[config.mk]
export PLATFORM = sky130hd
export DESIGN_NAME = id_stage_pipelined_flat
export DESIGN_NICKNAME = d
export VERILOG_FILES = /design/src/rtl/id_stage_pipelined_if.sv /design/src/rtl/id_stage_pipelined.sv /design/src/flat_wrapper.sv
export SDC_FILE = /design/constraint.sdc
export NUM_CORES = 2
export LEC_CHECK = 0
export ABC_CLOCK_PERIOD_IN_PS = 4600
export BUFFER_PORTS_ARGS = -buffer_cell sky130_fd_sc_hd__buf_2
export CAP_MARGIN = 20
export CORE_ASPECT_RATIO = 0.75
export CORE_MARGIN = 2
export CORE_UTILIZATION = 32
export DETAILED_ROUTE_END_ITERATION = 12
export MAX_ROUTING_LAYER = met4
export PLACE_DENSITY = 0.46
export SLEW_MARGIN = 0
export SYNTH_ARGS = -nofsm -noshare
export SYNTH_HDL_FRONTEND = slang
export SYNTH_SLANG_ARGS = --single-unit
[constraint.sdc]
create_clock -name clk -period 4.6 [get_ports clk]
set_input_delay 1.38 -clock clk [delete_from_list [all_inputs] [get_ports clk]]
set_output_delay 1.38 -clock clk [all_outputs]
set_load 0.1 [all_outputs]
[src/rtl/id_stage_pipelined_if.sv]
// ---------------------------------------------------------------------------
// id_stage_pipelined_if
// Bundles every signal of the decode stage except clk/rst.
//   IF/ID side : in_valid, Instruction, PC_in
//   WB side    : Result_WB, writeBackEn, Dest_wb
//   Hazard unit: hazard, freeze, flush, SR
//   Early decode (combinational): src1, src2, Two_src
//   ID/EX register (registered): out_valid, WB_EN, MEM_R_EN, MEM_W_EN, B, S,
//     EXE_CMD, Val_Rn, Val_Rm, imm, Shift_operand, Signed_imm_24, Dest, PC_out
// The slave modport is the decode stage; master is the surrounding pipeline.
// ---------------------------------------------------------------------------
interface id_stage_pipelined_if #(
    parameter int DATA_W = 32,
    parameter int PC_W   = 32
);
    logic              in_valid;
    logic [31:0]       Instruction;
    logic [PC_W-1:0]   PC_in;
    logic [DATA_W-1:0] Result_WB;
    logic              writeBackEn;
    logic [3:0]        Dest_wb;
    logic              hazard;
    logic              freeze;
    logic              flush;
    logic [3:0]        SR;

    logic [3:0]        src1;
    logic [3:0]        src2;
    logic              Two_src;

    logic              out_valid;
    logic              WB_EN;
    logic              MEM_R_EN;
    logic              MEM_W_EN;
    logic              B;
    logic              S;
    logic [3:0]        EXE_CMD;
    logic [DATA_W-1:0] Val_Rn;
    logic [DATA_W-1:0] Val_Rm;
    logic              imm;
    logic [11:0]       Shift_operand;
    logic [23:0]       Signed_imm_24;
    logic [3:0]        Dest;
    logic [PC_W-1:0]   PC_out;

    modport master (
        output in_valid, Instruction, PC_in, Result_WB, writeBackEn, Dest_wb,
               hazard, freeze, flush, SR,
        input  src1, src2, Two_src, out_valid, WB_EN, MEM_R_EN, MEM_W_EN, B, S,
               EXE_CMD, Val_Rn, Val_Rm, imm, Shift_operand, Signed_imm_24,
               Dest, PC_out
    );

    modport slave (
        input  in_valid, Instruction, PC_in, Result_WB, writeBackEn, Dest_wb,
               hazard, freeze, flush, SR,
        output src1, src2, Two_src, out_valid, WB_EN, MEM_R_EN, MEM_W_EN, B, S,
               EXE_CMD, Val_Rn, Val_Rm, imm, Shift_operand, Signed_imm_24,
               Dest, PC_out
    );
endinterface

[src/rtl/id_stage_pipelined.sv]
// ---------------------------------------------------------------------------
// id_stage_pipelined
// ARM-subset decode stage with register file and ID/EX pipeline register.
// Ports:
//   clk  - rising-edge clock
//   rst  - synchronous reset, active-low (clears ID/EX, reloads reg[i] = i)
//   bus  - id_stage_pipelined_if.slave, see interface header for signals
// ID/EX update priority per edge: reset > flush > freeze > normal load.
// ---------------------------------------------------------------------------
module id_stage_pipelined #(
    parameter int DATA_W   = 32,
    parameter int NUM_REGS = 16,
    parameter int PC_W     = 32
) (
    input  logic                 clk,
    input  logic                 rst,
    id_stage_pipelined_if.slave  bus
);

    typedef struct packed {
        logic       wb_en;
        logic       mem_r_en;
        logic       mem_w_en;
        logic       b;
        logic       s;
        logic [3:0] exe_cmd;
    } ctrl_t;

    typedef struct packed {
        logic [DATA_W-1:0] val_rn;
        logic [DATA_W-1:0] val_rm;
        logic              imm;
        logic [11:0]       shift_operand;
        logic [23:0]       signed_imm_24;
        logic [3:0]        dest;
        logic [PC_W-1:0]   pc;
    } data_t;

    // SR packs flags as {Z,C,V,N}
    function automatic logic cond_check(input logic [3:0] cond, input logic [3:0] sr);
        logic z, c, v, n;
        z = sr[3];
        c = sr[2];
        v = sr[1];
        n = sr[0];
        case (cond)
            4'b0000: cond_check = z;
            4'b0001: cond_check = ~z;
            4'b0010: cond_check = c;
            4'b0011: cond_check = ~c;
            4'b0100: cond_check = n;
            4'b0101: cond_check = ~n;
            4'b0110: cond_check = v;
            4'b0111: cond_check = ~v;
            4'b1000: cond_check = c & ~z;
            4'b1001: cond_check = ~c | z;
            4'b1010: cond_check = (n == v);
            4'b1011: cond_check = (n != v);
            4'b1100: cond_check = ~z & (n == v);
            4'b1101: cond_check = z | (n != v);
            4'b1110: cond_check = 1'b1;
            default: cond_check = 1'b0;   // 1111 never executes
        endcase
    endfunction

    logic [DATA_W-1:0] regs_q [NUM_REGS];
    logic [DATA_W-1:0] regs_d [NUM_REGS];
    ctrl_t             ctrl_q, ctrl_d, dec;
    data_t             data_q, data_d, data_new;
    logic              out_valid_q, out_valid_d;

    logic [31:0]       instr;
    logic [1:0]        mode;
    logic              mem_w_dec;
    logic [3:0]        src1, src2;
    logic [DATA_W-1:0] rd_rn, rd_rm;
    logic              kill;

    assign instr     = bus.Instruction;
    assign mode      = instr[27:26];
    assign mem_w_dec = (mode == 2'b01) && !instr[20];
    assign src1      = instr[19:16];
    // Stores read Rd as the data operand instead of Rm
    assign src2      = mem_w_dec ? instr[15:12] : instr[3:0];
    assign kill      = ~bus.in_valid | bus.hazard | ~cond_check(instr[31:28], bus.SR);

    always_comb begin
        dec = '0;
        case (mode)
            2'b00: begin
                dec.s     = instr[20];
                dec.wb_en = 1'b1;
                case (instr[24:21])
                    4'b1101: dec.exe_cmd = 4'b0001;
                    4'b1111: dec.exe_cmd = 4'b1001;
                    4'b0100: dec.exe_cmd = 4'b0010;
                    4'b0101: dec.exe_cmd = 4'b0011;
                    4'b0010: dec.exe_cmd = 4'b0100;
                    4'b0110: dec.exe_cmd = 4'b0101;
                    4'b0000: dec.exe_cmd = 4'b0110;
                    4'b1100: dec.exe_cmd = 4'b0111;
                    4'b0001: dec.exe_cmd = 4'b1000;
                    4'b1010: begin dec.exe_cmd = 4'b0100; dec.wb_en = 1'b0; end
                    4'b1000: begin dec.exe_cmd = 4'b0110; dec.wb_en = 1'b0; end
                    default: dec = '0;
                endcase
            end
            2'b01: begin
                dec.exe_cmd = 4'b0010;
                if (instr[20]) begin
                    dec.mem_r_en = 1'b1;
                    dec.wb_en    = 1'b1;
                end else begin
                    dec.mem_w_en = 1'b1;
                end
            end
            2'b10:   dec.b = 1'b1;
            default: dec = '0;
        endcase
    end

    // Register file reads; WB write-through makes same-cycle writes visible
    always_comb begin
        rd_rn = '0;
        rd_rm = '0;
        for (int i = 0; i < NUM_REGS; i++) begin
            if (src1 == 4'(i)) rd_rn = regs_q[i];
            if (src2 == 4'(i)) rd_rm = regs_q[i];
        end
        if (bus.writeBackEn && bus.Dest_wb == src1 && int'(src1) < NUM_REGS) rd_rn = bus.Result_WB;
        if (bus.writeBackEn && bus.Dest_wb == src2 && int'(src2) < NUM_REGS) rd_rm = bus.Result_WB;
    end

    // Writeback is independent of freeze/hazard/flush
    always_comb begin
        regs_d = regs_q;
        for (int i = 0; i < NUM_REGS; i++) begin
            if (bus.writeBackEn && bus.Dest_wb == 4'(i)) regs_d[i] = bus.Result_WB;
        end
    end

    always_comb begin
        data_new.val_rn        = rd_rn;
        data_new.val_rm        = rd_rm;
        data_new.imm           = instr[25];
        data_new.shift_operand = instr[11:0];
        data_new.signed_imm_24 = instr[23:0];
        data_new.dest          = instr[15:12];
        data_new.pc            = bus.PC_in;

        out_valid_d = out_valid_q;
        ctrl_d      = ctrl_q;
        data_d      = data_q;
        if (bus.flush) begin
            // Flush beats freeze; data still loads since EXE ignores it
            out_valid_d = 1'b0;
            ctrl_d      = '0;
            data_d      = data_new;
        end else if (!bus.freeze) begin
            out_valid_d = ~kill;
            ctrl_d      = kill ? '0 : dec;
            data_d      = data_new;
        end
    end

    always_ff @(posedge clk) begin
        if (!rst) begin
            for (int i = 0; i < NUM_REGS; i++) regs_q[i] <= DATA_W'(i);
            out_valid_q <= 1'b0;
            ctrl_q      <= '0;
            data_q      <= '0;
        end else begin
            regs_q      <= regs_d;
            out_valid_q <= out_valid_d;
            ctrl_q      <= ctrl_d;
            data_q      <= data_d;
        end
    end

    assign bus.src1          = src1;
    assign bus.src2          = src2;
    assign bus.Two_src       = ~instr[25] | mem_w_dec;
    assign bus.out_valid     = out_valid_q;
    assign bus.WB_EN         = ctrl_q.wb_en;
    assign bus.MEM_R_EN      = ctrl_q.mem_r_en;
    assign bus.MEM_W_EN      = ctrl_q.mem_w_en;
    assign bus.B             = ctrl_q.b;
    assign bus.S             = ctrl_q.s;
    assign bus.EXE_CMD       = ctrl_q.exe_cmd;
    assign bus.Val_Rn        = data_q.val_rn;
    assign bus.Val_Rm        = data_q.val_rm;
    assign bus.imm           = data_q.imm;
    assign bus.Shift_operand = data_q.shift_operand;
    assign bus.Signed_imm_24 = data_q.signed_imm_24;
    assign bus.Dest          = data_q.dest;
    assign bus.PC_out        = data_q.pc;

endmodule

[src/flat_wrapper.sv]
// flat-port wrapper written by rule: the top's interface ports become plain ports
module id_stage_pipelined_flat 
#(
    parameter int DATA_W   = 32,
    parameter int NUM_REGS = 16,
    parameter int PC_W     = 32
)
  (clk, rst, bus_in_valid, bus_Instruction, bus_PC_in, bus_Result_WB, bus_writeBackEn, bus_Dest_wb, bus_hazard, bus_freeze, bus_flush, bus_SR, bus_src1, bus_src2, bus_Two_src, bus_out_valid, bus_WB_EN, bus_MEM_R_EN, bus_MEM_W_EN, bus_B, bus_S, bus_EXE_CMD, bus_Val_Rn, bus_Val_Rm, bus_imm, bus_Shift_operand, bus_Signed_imm_24, bus_Dest, bus_PC_out);
  id_stage_pipelined_if #(.DATA_W(DATA_W), .PC_W(PC_W)) bus_i ();
  input  logic clk;
  input  logic rst;
  input wire logic [$bits(bus_i.in_valid)-1:0] bus_in_valid;
  input wire logic [$bits(bus_i.Instruction)-1:0] bus_Instruction;
  input wire logic [$bits(bus_i.PC_in)-1:0] bus_PC_in;
  input wire logic [$bits(bus_i.Result_WB)-1:0] bus_Result_WB;
  input wire logic [$bits(bus_i.writeBackEn)-1:0] bus_writeBackEn;
  input wire logic [$bits(bus_i.Dest_wb)-1:0] bus_Dest_wb;
  input wire logic [$bits(bus_i.hazard)-1:0] bus_hazard;
  input wire logic [$bits(bus_i.freeze)-1:0] bus_freeze;
  input wire logic [$bits(bus_i.flush)-1:0] bus_flush;
  input wire logic [$bits(bus_i.SR)-1:0] bus_SR;
  output wire logic [$bits(bus_i.src1)-1:0] bus_src1;
  output wire logic [$bits(bus_i.src2)-1:0] bus_src2;
  output wire logic [$bits(bus_i.Two_src)-1:0] bus_Two_src;
  output wire logic [$bits(bus_i.out_valid)-1:0] bus_out_valid;
  output wire logic [$bits(bus_i.WB_EN)-1:0] bus_WB_EN;
  output wire logic [$bits(bus_i.MEM_R_EN)-1:0] bus_MEM_R_EN;
  output wire logic [$bits(bus_i.MEM_W_EN)-1:0] bus_MEM_W_EN;
  output wire logic [$bits(bus_i.B)-1:0] bus_B;
  output wire logic [$bits(bus_i.S)-1:0] bus_S;
  output wire logic [$bits(bus_i.EXE_CMD)-1:0] bus_EXE_CMD;
  output wire logic [$bits(bus_i.Val_Rn)-1:0] bus_Val_Rn;
  output wire logic [$bits(bus_i.Val_Rm)-1:0] bus_Val_Rm;
  output wire logic [$bits(bus_i.imm)-1:0] bus_imm;
  output wire logic [$bits(bus_i.Shift_operand)-1:0] bus_Shift_operand;
  output wire logic [$bits(bus_i.Signed_imm_24)-1:0] bus_Signed_imm_24;
  output wire logic [$bits(bus_i.Dest)-1:0] bus_Dest;
  output wire logic [$bits(bus_i.PC_out)-1:0] bus_PC_out;
  assign bus_i.in_valid = bus_in_valid;
  assign bus_i.Instruction = bus_Instruction;
  assign bus_i.PC_in = bus_PC_in;
  assign bus_i.Result_WB = bus_Result_WB;
  assign bus_i.writeBackEn = bus_writeBackEn;
  assign bus_i.Dest_wb = bus_Dest_wb;
  assign bus_i.hazard = bus_hazard;
  assign bus_i.freeze = bus_freeze;
  assign bus_i.flush = bus_flush;
  assign bus_i.SR = bus_SR;
  assign bus_src1 = bus_i.src1;
  assign bus_src2 = bus_i.src2;
  assign bus_Two_src = bus_i.Two_src;
  assign bus_out_valid = bus_i.out_valid;
  assign bus_WB_EN = bus_i.WB_EN;
  assign bus_MEM_R_EN = bus_i.MEM_R_EN;
  assign bus_MEM_W_EN = bus_i.MEM_W_EN;
  assign bus_B = bus_i.B;
  assign bus_S = bus_i.S;
  assign bus_EXE_CMD = bus_i.EXE_CMD;
  assign bus_Val_Rn = bus_i.Val_Rn;
  assign bus_Val_Rm = bus_i.Val_Rm;
  assign bus_imm = bus_i.imm;
  assign bus_Shift_operand = bus_i.Shift_operand;
  assign bus_Signed_imm_24 = bus_i.Signed_imm_24;
  assign bus_Dest = bus_i.Dest;
  assign bus_PC_out = bus_i.PC_out;
  id_stage_pipelined #(.DATA_W(DATA_W), .NUM_REGS(NUM_REGS), .PC_W(PC_W)) u_core (.clk(clk), .rst(rst), .bus(bus_i));
endmodule
[Yosys cells after proc, flatten, opt, wreduce, memory -nomap -nowiden]
Index checks and enable logic that the tools add are counted.
Widths: inputs -> output; s select.
Word-level totals
  flip-flop bits (word level): 659
  logic and storage cells: 201
  input bits: 111
  output and inout port bits: 156
Operators by class
  reductions and logical operators: 31
  eq/ne operators: 76
  bitwise operators: 16
  multiplexer cells: 48
Operator list (number)
  $mux 32: 34
  $mux 137: 2
  $eq 4x4->1 const B: 36
  $eq 4x3->1 const B: 19
  $eq 4x2->1 const B: 9
  $pmux 4 s9: 1
  $eq 4x1->1 const B: 5
  $logic_not 4->1: 5
  $logic_and 1x1->1: 19
  $pmux 1 s15: 1
  $reduce_or 11->1: 1
  $mux 9: 1
  $not 1->1: 9
  $reduce_or 9->1: 1
  $eq 4x4->1: 2
  $pmux 4 s2: 1
  $pmux 3 s2: 1
  $reduce_or 2->1: 3
  $or 1x1->1: 5
  $mux 1: 4
  $mux 4: 1
  $and 1x1->1: 2
  $eq 2x1->1 const B: 1
  $eq 2x2->1 const B: 1
  7 further kinds: 7

[Depth between registers and ports, before layout]
  depth in word-level cells: 23
  mapped depth: 11

[Worst setup path after synthesis]
Ideal clock, no wire load.
  kind: input to output
  start: in bus_Instruction[20]
  end: out bus_src2[0]
  arrival time: 3.032 ns
  stages on the path: 4
  data required time: 3.220 ns
  slack: 0.188 ns
  path through: nor3b_2 -> mux2i_1 -> inv_1 -> clkbuf_1
On the way
  cells in the longest elaborated chain, start to end: 3
RTL lines
  from (decl): line flat_wrapper.sv:13  | input wire logic [$bits(bus_i.Instruction)-1:0] bus_Instruction;
  $logic_not 1->1: line id_stage_pipelined.sv:81  | assign mem_w_dec = (mode == 2'b01) && !instr[20];
  $logic_and 1x1->1: line id_stage_pipelined.sv:81
  $mux 4: line id_stage_pipelined.sv:84  | assign src2 = mem_w_dec ? instr[15:12] : instr[3:0];
  to (decl): line flat_wrapper.sv:23  | output wire logic [$bits(bus_i.src2)-1:0] bus_src2;
No other way between the ends.

[Worst setup path in the final report]
  start: in bus_Instruction[20]
  end: out bus_src2[1]
Same word-level chain as after synthesis.

==> impl_results.html <==
<table>
<tr><th>Metric</th><th>Value</th></tr>
<tr><th colspan="2">Status</th></tr>
<tr><td>Run status</td><td>finished clean</td></tr>
<tr><th colspan="2">CTS</th></tr>
<tr><td>Post-CTS setup buffer count</td><td>0</td></tr>
<tr><td>Clock tree from TritonCTS</td><td>built</td></tr>
<tr><td>Clock transition at the registers of the reported paths</td><td>60 ps</td></tr>
<tr><td>CTS HTree Levels</td><td>3</td></tr>
<tr><td>Clock latency reported for the late side of the worst-skew pair</td><td>690 ps</td></tr>
<tr><td>Post-cts hold buffer count</td><td>0</td></tr>
<tr><td>PostCTS Resize Cnt</td><td>0</td></tr>
<tr><td>Max Root-Sink Buffers</td><td>3</td></tr>
<tr><td>Clock buffers created by TritonCTS</td><td>70</td></tr>
<tr><td>Clock Sinks</td><td>643</td></tr>
<tr><td>Clock root buffer</td><td>clkbuf_16</td></tr>
<tr><th colspan="2">Global route</th></tr>
<tr><td>Pin count of the biggest net entering global routing</td><td>160</td></tr>
<tr><td>Number of antenna violations at the first check in global routing</td><td>22</td></tr>
<tr><td>Wire length of the first global-routing pass</td><td>243000 um</td></tr>
<tr><td>Number of global-route vias before repair</td><td>32183</td></tr>
<tr><td>Gr usage total</td><td>33.3%</td></tr>
<tr><td>Gr ovfl total</td><td>0</td></tr>
<tr><th colspan="2">Power</th></tr>
<tr><td>Logic gate share of total power</td><td>16.5%</td></tr>
<tr><td>Power density over cell area</td><td>379 mW/mm^2</td></tr>
<tr><td>Net switching component of the power</td><td>4610 uW</td></tr>
<tr><td>Portion of total power attributed to the clock network</td><td>42.8%</td></tr>
<tr><td>Switching Share</td><td>32.1%</td></tr>
<tr><td>Worst vdd ir</td><td>0.267 mV</td></tr>
<tr><td>Internal power consumption</td><td>9740 uW</td></tr>
<tr><td>Leakage power summed over all cells</td><td>0.0136 uW</td></tr>
<tr><td>Register share of total power</td><td>40.6%</td></tr>
<tr><th colspan="2">Die</th></tr>
<tr><td>Row cnt</td><td>100</td></tr>
<tr><td>Core box area</td><td>0.0993 mm^2</td></tr>
<tr><td>Die height</td><td>278 um</td></tr>
<tr><td>Initial cell density of the core</td><td>32.3%</td></tr>
<tr><td>Overall die area</td><td>0.103 mm^2</td></tr>
<tr><td>Top Ports</td><td>267</td></tr>
<tr><td>Horizontal die dimension</td><td>370 um</td></tr>
<tr><th colspan="2">Drt</th></tr>
<tr><td>Vias/cell</td><td>6.03</td></tr>
<tr><td>Final routed wirelength across all metal layers</td><td>173000 um</td></tr>
<tr><td>Routed WL per cell</td><td>29.7 um</td></tr>
<tr><td>Antenna Nets Post-Route</td><td>0</td></tr>
<tr><td>Total via count in the routed design</td><td>35108</td></tr>
<tr><td>Post-detailed-route DRC marker count</td><td>0</td></tr>
<tr><td>Number of DRC violations after detailed-routing iteration 0</td><td>5153</td></tr>
<tr><td>Pre-antenna DRT Iters</td><td>6</td></tr>
<tr><th colspan="2">Synthesis</th></tr>
<tr><td>Simple-gate share of the synthesized area</td><td>22.6%</td></tr>
<tr><td>Count of unique library cells instantiated by Yosys</td><td>83</td></tr>
<tr><td>Dominant combinational cell family by area after synthesis</td><td>compound AO/OA/AOI/OAI gates</td></tr>
<tr><td>Yosys Warn Count</td><td>0</td></tr>
<tr><td>Synthesized-area fraction occupied by xor and xnor cells</td><td>0.355%</td></tr>
<tr><td>Share of synthesized area occupied by flip-flops and latches</td><td>40.1%</td></tr>
<tr><td>Asr flop ratio synth</td><td>0%</td></tr>
<tr><td>Top_reg_cell synth</td><td>dfxtp_1</td></tr>
<tr><td>Mapped Cells</td><td>4318</td></tr>
<tr><td>Count of state elements after synthesis</td><td>643</td></tr>
<tr><td>Average instance area after synthesis</td><td>7.43 um^2</td></tr>
<tr><td>Arithmetic-cell share of the synthesized area counting full adders, half adders and majority gates</td><td>0%</td></tr>
<tr><td>Area fraction in compound gates after synthesis</td><td>25.7%</td></tr>
<tr><td>Mux contribution to synthesized area</td><td>5.39%</td></tr>
<tr><td>Total standard cell area after synthesis</td><td>0.0321 mm^2</td></tr>
<tr><td>Synthesized Nets</td><td>4429</td></tr>
<tr><td>Number of enable flip-flop cells after synthesis</td><td>0</td></tr>
<tr><th colspan="2">Cells and area</th></tr>
<tr><td>Syn-to-layout area delta</td><td>17.8%</td></tr>
<tr><td>Filler instances</td><td>10436</td></tr>
<tr><td>FF+latch area</td><td>0.0129 mm^2</td></tr>
<tr><td>Final standard cell utilization of the core</td><td>38.1%</td></tr>
<tr><td>Ratio of cells with drive above 1 in the final layout</td><td>16.0%</td></tr>
<tr><td>Number of nets in the layout</td><td>4538</td></tr>
<tr><td>Area used by multi-input combinational logic</td><td>0.0175 mm^2</td></tr>
<tr><th colspan="2">Setup path</th></tr>
<tr><td>Startpoint class of the critical path</td><td>input pin</td></tr>
<tr><td>Worst path required time</td><td>3220 ps</td></tr>
<tr><td>Data arrival time of the critical path</td><td>2950 ps</td></tr>
<tr><td>Start-to-end type of the worst setup path</td><td>input pin to primary output</td></tr>
<tr><td>Launching instance or port of the critical path</td><td>bus_Instruction[20]</td></tr>
<tr><td>Maximum net fanout on the critical path</td><td>6</td></tr>
<tr><td>Cell count of the worst reg-to-reg path</td><td>7</td></tr>
<tr><td>Kind of end point of the critical path</td><td>primary output</td></tr>
<tr><td>Register-to-register path setup slack</td><td>2380 ps</td></tr>
<tr><td>Origin of the critical flop-to-flop path</td><td>u_core.regs_q[482]</td></tr>
<tr><th colspan="2">Timing</th></tr>
<tr><td>Total Negative Setup Slacks</td><td>0 ps</td></tr>
<tr><td>Ratio of final minimum period to clock period</td><td>94.0%</td></tr>
<tr><td>Number of hold violations in the final report</td><td>0</td></tr>
<tr><td>Setup repair after global routing missed its margin</td><td>no</td></tr>
<tr><td>Max-slew violation count</td><td>0</td></tr>
<tr><td>Finish-stage setup viols</td><td>0</td></tr>
<tr><td>Worst Skew</td><td>28.5 ps</td></tr>
<tr><td>Achievable clock frequency</td><td>231 MHz</td></tr>
<tr><td>Relative slew slack</td><td>21.0%</td></tr>
<tr><td>Pin slew with the least headroom to its limit</td><td>1180 ps</td></tr>
<tr><td>Final critical-path required period</td><td>4330 ps</td></tr>
<tr><td>Setup ws final</td><td>275 ps</td></tr>
<tr><th colspan="2">Placed design</th></tr>
<tr><td>Routability cong.</td><td>0.958</td></tr>
<tr><td>Worst Setup Slack post-DPL</td><td>251 ps</td></tr>
<tr><td>I/O Buffers</td><td>266</td></tr>
<tr><td>DPL Wire Length</td><td>119000 um</td></tr>
<tr><th colspan="2">Hold path</th></tr>
<tr><td>Hold Crit Class</td><td>flop to flop</td></tr>
<tr><td>Startpoint of the worst hold path</td><td>u_core.bus.PC_out[15]</td></tr>
<tr><td>Depth of the worst hold-timing path</td><td>2</td></tr>
<tr><th colspan="2">Job</th></tr>
<tr><td>Number of violations of the max-capacitance limit</td><td>0</td></tr>
</table>
-- Yosys cell counts (11+ instances only) --
master	count	area, um^2
a211oi_1	26	195
nor4bb_1	11	110
a22oi_1	106	796
a21oi_1	654	3270
o22ai_1	63	394
buf_2	30	150
dfxtp_1	643	12900
a31oi_1	21	131
buf_4	22	165
or3_1	11	68.8
mux2i_1	57	571
nor3_1	38	190
nor4_1	12	75.1
a221o_1	17	170
a222oi_1	29	290
o221ai_1	39	342
o21ai_0	181	906
a22o_1	25	219
and3_1	25	156
buf_1	34	128
o211ai_1	22	165
a21o_1	14	105
mux4_2	21	473
nand2_1	1305	4900
mux2_2	46	518
inv_1	15	56.3
o2bb2ai_1	15	131
clkbuf_1	353	1330
nor2_1	123	462
nor2b_1	22	138
nand3_1	81	405
nand2b_1	30	188
a221oi_1	44	385
-- sequential cells by signal (all words and copies together) (netlist names) --
register                  flops
u_core.bus.out_valid          1
u_core.bus.Val_Rn            32
u_core.bus.S                  1
u_core.bus.Dest               3
u_core.bus.B                  1
u_core.bus.EXE_CMD            4
u_core.bus.Val_Rm            32
u_core.bus.MEM_R_EN           1
u_core.bus.PC_out            32
u_core.bus.WB_EN              1
u_core.bus.imm                1
u_core.bus.Signed_imm_24     21
u_core.regs_q               512
u_core.bus.MEM_W_EN           1
-- cells by family (layout without fill, tap and decap cells) --
kind of cell / count (synthesis) / count (layout)
flops: 643 / 643
mux: 134 / 134
simple gates: 1728 / 1728
other cells: 0 / 17
xor+xnor: 13 / 13
buf+inv: 460 / 624
compound gates: 1340 / 1340
-- power groups by stage --
stage          Sequential (uW)  Clock [uW]  Combinational [uW]
3_5_place_dp              5950           0                2320
3_3_place_gp              5950           0                2310
4_1_cts                   5830        6200                2320
6_report                  5830        6140                2370
5_1_grt                   5840        6410                2440
2_1_floorplan             6440           0                 965
-- final cells by class --
class                   instances  area share, %
well taps                    1326           4.39
inverters                      16          0.179
multi-input cells            3215           46.4
repair buffers                481           8.51
clock inverters                31           1.13
flip-flops and latches        643           34.0
diodes                         17          0.113
clock buffers                  96           5.24
-- metal layers --
layer / vias up / GRT usage [%] / wire length (um)
met2: 2100 / 47.4 / 73100
met5: - / - / 0
met3: 346 / 7.05 / 18100
met4: 0 / 12.1 / 6780
met1: 17245 / 46.2 / 74700
li1: 15417 / - / -
-- final timing paths --
path / to
max reg2reg: u_core.bus.Val_Rn[2]
min: u_core.bus.PC_out[15]
min reg2reg: u_core.bus.PC_out[15]
max: bus_src2[1]
-- placed cells by master (no fill, tap or decap), types with 20 or more instances in the layout --
| cell | n |
|---|---|
| mux2i_1 | 51 |
| mux2_2 | 46 |
| o21ai_0 | 181 |
| nand2b_1 | 29 |
| dfxtp_1 | 643 |
| o221ai_1 | 39 |
| buf_2 | 260 |
| clkbuf_16 | 70 |
| and3_1 | 25 |
| a222oi_1 | 29 |
| a221oi_1 | 44 |
| a211oi_1 | 26 |
| mux4_2 | 21 |
| nor3_1 | 34 |
| nor2_1 | 111 |
| nand2_1 | 1305 |
| a31oi_1 | 21 |
| nor2b_1 | 21 |
| o22ai_1 | 63 |
| buf_4 | 199 |
| a22oi_1 | 106 |
| nand3_1 | 80 |
| o211ai_1 | 22 |
| buf_12 | 20 |
| a22o_1 | 25 |
| a21oi_1 | 654 |
-- metrics by stage --
step | instances | area, um^2 | hold WS, ps | power (uW)
detailed placement | 5681 | 35400 | 440 | 8270
CTS | 5808 | 37800 | 448 | 14300
finish | 5825 | 37800 | 449 | 14300
global route | 5820 | 37800 | 462 | 14700
global placement | 5680 | 35400 | 430 | 8270
floorplan | 4318 | 32100 | 436 | 7410
-- critical path: stages --
cell     delay, ps
buf_2          140
nor3b_4        480
mux2i_1        450
inv_1          160
buf_2          320
(Power assumes the default switching activity.)
